### src/rtl/s_down_counter_pkg.sv
// s_down_counter_pkg: JK command encodings and default width shared by the down counter.
package s_down_counter_pkg;
  localparam int DEFAULT_WIDTH = 4;
  typedef enum logic [1:0] {
    JK_HOLD   = 2'b00,
    JK_RESET  = 2'b01,
    JK_SET    = 2'b10,
    JK_TOGGLE = 2'b11
  } jk_cmd_t;
endpackage

### src/rtl/jk_ff_sr.sv
// jk_ff_sr: JK flip-flop with synchronous active-high reset to a per-instance value.
module jk_ff_sr
  import s_down_counter_pkg::*;
(
  input  logic clk,
  input  logic rst,
  input  logic rst_val,
  input  logic j,
  input  logic k,
  output logic q,
  output logic nq
);
  jk_cmd_t cmd;
  assign cmd = jk_cmd_t'({j, k});
  always_ff @(posedge clk)
    q <= rst ? rst_val :
         cmd == JK_SET    ? 1'b1 :
         cmd == JK_RESET  ? 1'b0 :
         cmd == JK_TOGGLE ? ~q : q;
  assign nq = ~q;
endmodule

### src/rtl/s_down_counter.sv
// s_down_counter: synchronous JK down counter with load, enable, zero flag and borrow pulse.
// Define S_DOWN_COUNTER_RELOAD_EN to wrap to the last loaded value instead of all ones.
module s_down_counter
  import s_down_counter_pkg::*;
#(
  parameter int               WIDTH       = DEFAULT_WIDTH,
  parameter logic [WIDTH-1:0] RESET_VALUE = {WIDTH{1'b1}}
) (
  input  logic             clk,
  input  logic             rst,
  input  logic             en,
  input  logic             load,
  input  logic [WIDTH-1:0] din,
  output logic [WIDTH-1:0] L,
  output logic             zero,
  output logic             borrow
);
  logic [WIDTH-1:0] nq, wrap, j, k;
`ifdef S_DOWN_COUNTER_RELOAD_EN
  logic [WIDTH-1:0] reload;
  always_ff @(posedge clk)
    reload <= rst ? RESET_VALUE : load ? din : reload;
  assign wrap = reload;
`else
  assign wrap = {WIDTH{1'b1}};
`endif
  assign zero = &nq;
  always_ff @(posedge clk)
    borrow <= !rst && !load && en && zero;
  // On underflow every bit is driven straight to the wrap value; otherwise the usual borrow-toggle chain.
  for (genvar i = 0; i < WIDTH; i++) begin : g_bit
    logic low_zero;
    if (i == 0) begin : g_lsb
      assign low_zero = 1'b1;
    end else begin : g_upper
      assign low_zero = &nq[i-1:0];
    end
    assign j[i] = load ? din[i]  : en & (zero ? wrap[i]  : low_zero);
    assign k[i] = load ? ~din[i] : en & (zero ? ~wrap[i] : low_zero);
    jk_ff_sr u_ff (
      .clk    (clk),
      .rst    (rst),
      .rst_val(RESET_VALUE[i]),
      .j      (j[i]),
      .k      (k[i]),
      .q      (L[i]),
      .nq     (nq[i])
    );
  end
endmodule

### config.mk
export PLATFORM = sky130hd
export DESIGN_NAME = s_down_counter
export DESIGN_NICKNAME = d
export VERILOG_FILES = /design/src/rtl/s_down_counter_pkg.sv /design/src/rtl/jk_ff_sr.sv /design/src/rtl/s_down_counter.sv
export SDC_FILE = /design/constraint.sdc
export NUM_CORES = 1
export LEC_CHECK = 0
export ABC_AREA = 1
export ABC_CLOCK_PERIOD_IN_PS = 1000
export BUFFER_PORTS_ARGS = -buffer_cell sky130_fd_sc_hd__buf_2
export CELL_PAD_IN_SITES_DETAIL_PLACEMENT = 1
export CELL_PAD_IN_SITES_GLOBAL_PLACEMENT = 1
export CORE_AREA = 2 2 39 41
export CTS_CLUSTER_DIAMETER = 60
export CTS_CLUSTER_SIZE = 25
export DETAILED_ROUTE_END_ITERATION = 10
export DIE_AREA = 0 0 41 43
export PLACE_DENSITY = 0.64
export SYNTH_ARGS = -nofsm -noshare
export SYNTH_HDL_FRONTEND = slang
export SYNTH_SLANG_ARGS = --single-unit
### constraint.sdc
create_clock -name clk -period 1 [get_ports clk]
set_input_delay 0.15 -clock clk [delete_from_list [all_inputs] [get_ports clk]]
set_output_delay 0.15 -clock clk [all_outputs]
set_load 0.02 [all_outputs]
After elaboration in Yosys (flattened, before gate mapping). Cells that the tools add are included.

Register bits after elaboration: 5. Latch bits: 0. Memory bits (writable): 0. Bits in read-only memories: 0. Input bits: 8. Output and inout port bits: 6. Memories kept: 0.

Add/subtract/negate cells: 0. Multipliers: 0. Div/mod/pow operators: 0. Order comparisons: 0. Equality and inequality tests: 12. Shifts and indexed selects: 0. Multiplexer cells: 23. Bitwise operators: 15. Reductions and logical operators: 16.

Operators by type and width (number): $mux 1 (23); $eq 2x2->1 const B (8); $eq 2x1->1 const B (4); $not 1->1 (8); $reduce_bool 2->1 (4); $reduce_or 2->1 (4); $and 1x1->1 (7); $reduce_and 4->1 (1); $logic_and 1x1->1 (3); $reduce_and 3->1 (1); $logic_not 1->1 (2); $reduce_and 2->1 (1).

Longest topological paths before layout.
Depth after elaboration: 8. Gate-level depth with buffers: 6. Mapped depth without buffers: 6.

Hierarchy. From an unflattened synthesis, not the netlist that was laid out.

Cell total of the unflattened synthesis: 83. Area total of the unflattened synthesis: 479.2 µm².

By module, submodules not included: jk_ff_sr (instances 4, cells an instance 11, area each 72.6 µm²); s_down_counter (instances 1, cells an instance 39, area each 188.9 µm²).

Least setup slack after synthesis. Ideal clock, no wire load.

Path kind: reg-to-output. From: reg g_bit[1].u_ff.q. To: out zero. Arrival: 0.757 ns. Required time: 0.850 ns. Path slack: 0.093 ns. Cell stages (with the launch flop): 4. Buffers on the path: 0. Path through: dfxtp_1 nor2_2 nand2_1 inv_1.

Longest elaborated chain between the ends: 2.

Ends and longest elaborated chain: start, declared (line jk_ff_sr.sv:10) `output logic q,`; start signal, assigned (line jk_ff_sr.sv:16) `q <= rst ? rst_val :`; $not 1->1 (line jk_ff_sr.sv:20) `assign nq = ~q;`; $reduce_and 4->1 (line s_down_counter.sv:27) `assign zero = &nq;`; end, declared (line s_down_counter.sv:15) `output logic zero,`.

Every way passes these cells.

Worst setup path in the final report. Same ends and word-level chain as after synthesis.

==> results.toml <==
[outcome]
status = "finished with violations"
violations = "setup timing"

[worst_setup_path]
cp.arrival_ns = 0.89
cp-end-kind = "output port"
path_max_fanout = 2
r2r_end = "g_bit[3].u_ff.q"
r2r-start = "g_bit[1].u_ff.q"
critPathLaunchType = "register"
reg2reg_depth = 5
crit_required_ns = 0.85
worst-r2r-setup-slack_ns = 0.09
crit_type = "reg -> out"

[placement]
place.gp.congestion = 0.719
port_buffers = 13
dp_hpwl_um = 692

[logic_synthesis]
ys_ff_latch = 5
syn_area_per_cell_um2 = 6.37
yosysWarnings = 0
seq_area_frac_synth_pct = 28.6
synth_fp_nets = 63
synthesis.instances = 55
synth.cell_area_um2 = 350
netlist-cell-type-count = 15

[clocking]
clk_pin_slew_ns = 0.05
root_buffer = "clkbuf_4"
cts_buffers = 3
insertion_delay_ns = 0.24
htreeDepth = 1
cts_tree = "yes"
cts.sinks = 5
cts.path.max_buffers = 2

[routing]
wl_per_cell_um = 10.1
ant_nets = 0
vias = 394
drt-total-wl_um = 898
drt_iter0_drc = 0
firstDrtPassIters = 1
via_per_inst = 4.43
drcViolationCount = 0

[global_route]
grt_pass1_wl_um = 1410
grt_pass1_vias = 334
antenna_found_initial = 0
grt_max_degree = 8
overflow = 0
grt_util_all_layers_pct = 11.6

[min_path]
holdPathStages = 2
hold_start = "rst"
hold_end = "borrow"
hold_path.class = "in -> reg"

[die]
dieArea_mm2 = 0.00176
core_mm2 = 0.00138
die_w_um = 41
die_h_um = 43
initial_core_util_pct = 25.3
rows = 14
pin_count = 14

[finish]
drive_above_1_share_pct = 53.4
layout.nets = 82
fin_util_pct = 37.4
n_antenna_cell = 0
area_delta_synth_final_pct = 47.9

[power_and_ir_drop]
power_density_mw_per_mm2 = 1200
peakVddDrop_uv = 236
cellLeakagePower_nw = 0.268
power.total_w = 0.000620

[timing]
rsz0062_at_grt = "true"
worst_pin_slew_ns = 0.233
drv_slew = 0
fin_skew_ns = 0.00145
hold_viol = 0
final.setup.worst_slack_ns = -0.0434
hold_ws_ns = 0.0873
max_freq_mhz = 958
slew_headroom_pct = 84.5
finalSetupViolations = 1
fin_crit_ns = 1.04
timing.final.crit_share_pct = 104

[flow_run]
maxCapViolCount = 0
[worst max path at each step]
| stage | to | depth (start not counted) | from | slack [ns] |
|---|---|---|---|---|
| floorplan | zero | 3 | g_bit[1].u_ff.q | 0.09 |
| global placement | zero | 4 | g_bit[2].u_ff.q | 0.02 |
| detailed placement | zero | 4 | g_bit[0].u_ff.q | 0.03 |
| CTS | zero | 4 | g_bit[0].u_ff.q | -0.06 |
| global route | zero | 4 | g_bit[1].u_ff.q | -0.10 |
| finish | zero | 4 | g_bit[1].u_ff.q | -0.04 |
[where the power goes]
group	total (W)	leakage (nW)	internal [W]	switching [W]
Clock	0.000233	0.0150	0.000151	0.0000821
Combinational	0.000159	0.213	0.0000713	0.0000881
Sequential	0.000227	0.0405	0.000214	0.0000131
Total	0.000620	0.268	0.000437	0.000183
[area by class of cell]
type | count | area, um^2
Fill cell | 181 | 866
Multi-Input combinational cell | 37 | 199
Timing Repair Buffer | 18 | 131
Sequential cell | 5 | 108
Inverter | 9 | 33.8
Clock buffer | 4 | 26.3
Tap cell | 16 | 20.0
[routing by layer]
layer  global-route usage, %  up-vias  share of wire (%)
li1                        -      201                  -
met1                    15.7      178                 48
met2                    16.3       11                 45
met3                    1.57        4                3.5
met4                    8.00        0                2.8
met5                       0        -                  0
[cell usage after synthesis]
| library cell | count | area (um^2) |
|---|---|---|
| o21ai_2 | 1 | 8.76 |
| a21oi_1 | 1 | 5.00 |
| nor3_2 | 1 | 10.0 |
| buf_4 | 4 | 30.0 |
| nor2_4 | 1 | 11.3 |
| nand4_1 | 2 | 12.5 |
| inv_1 | 7 | 26.3 |
| nor2_2 | 3 | 18.8 |
| inv_2 | 2 | 7.51 |
| nand3_2 | 1 | 10.0 |
| dfxtp_1 | 5 | 100 |
| nand2_1 | 15 | 56.3 |
| nor2_1 | 6 | 22.5 |
| nand2_2 | 1 | 6.26 |
| nand3_1 | 5 | 25.0 |
[placed cells by master (no fill, tap or decap)]
| master | instances |
|---|---|
| nand2_1 | 14 |
| buf_2 | 9 |
| inv_1 | 6 |
| nand3_1 | 5 |
| buf_6 | 5 |
| nor2_2 | 4 |
| nor2_1 | 4 |
| buf_4 | 4 |
| inv_2 | 3 |
| clkbuf_4 | 3 |
| dfxtp_2 | 3 |
| nor2_4 | 2 |
| nand2_2 | 2 |
| nand4_1 | 2 |
| a21oi_1 | 1 |
| o21ai_2 | 1 |
| nand3_2 | 1 |
| nor3_2 | 1 |
| dfxtp_1 | 1 |
| clkbuf_1 | 1 |
| dfxtp_4 | 1 |
[per-stage QoR]
step / TNS, ns / std cells / area, um^2 / setup WS (ns)
3_5_place_dp: 0 / 83 / 428 / 0.0343
6_report: -0.0434 / 89 / 518 / -0.0434
3_3_place_gp: 0 / 83 / 428 / 0.0231
4_1_cts: -0.0634 / 89 / 507 / -0.0634
5_1_grt: -0.103 / 89 / 518 / -0.100
2_1_floorplan: 0 / 55 / 350 / 0.0926
[state kept, by name, indices dropped and copies added, names as in the netlist]
signal        flops
g_bit.u_ff.q      4
borrow            1
[critical path, cell delays in order (launching register included)]
cell and delay [ns]:
dfxtp_2 0.33, nor2_4 0.11, nand2_2 0.06, inv_2 0.05
buf_6 0.10
[timing repair]
action                                  4_1_cts  5_1_grt
pin swaps                                     2        1
endpoints found under the setup margin        2        6
gates resized for setup                      15        4
hold buffers                                  0        0
buffers inserted                              2        0
[logic make-up after synthesis]
group	Yosys count	share of synthesized area, %
and+or+nand+nor	35	49.3
buffers and inverters	13	18.2
DFF	5	28.6
AOI/OAI and AO/OA	2	3.93
Power figures use the tool's default switching activity.
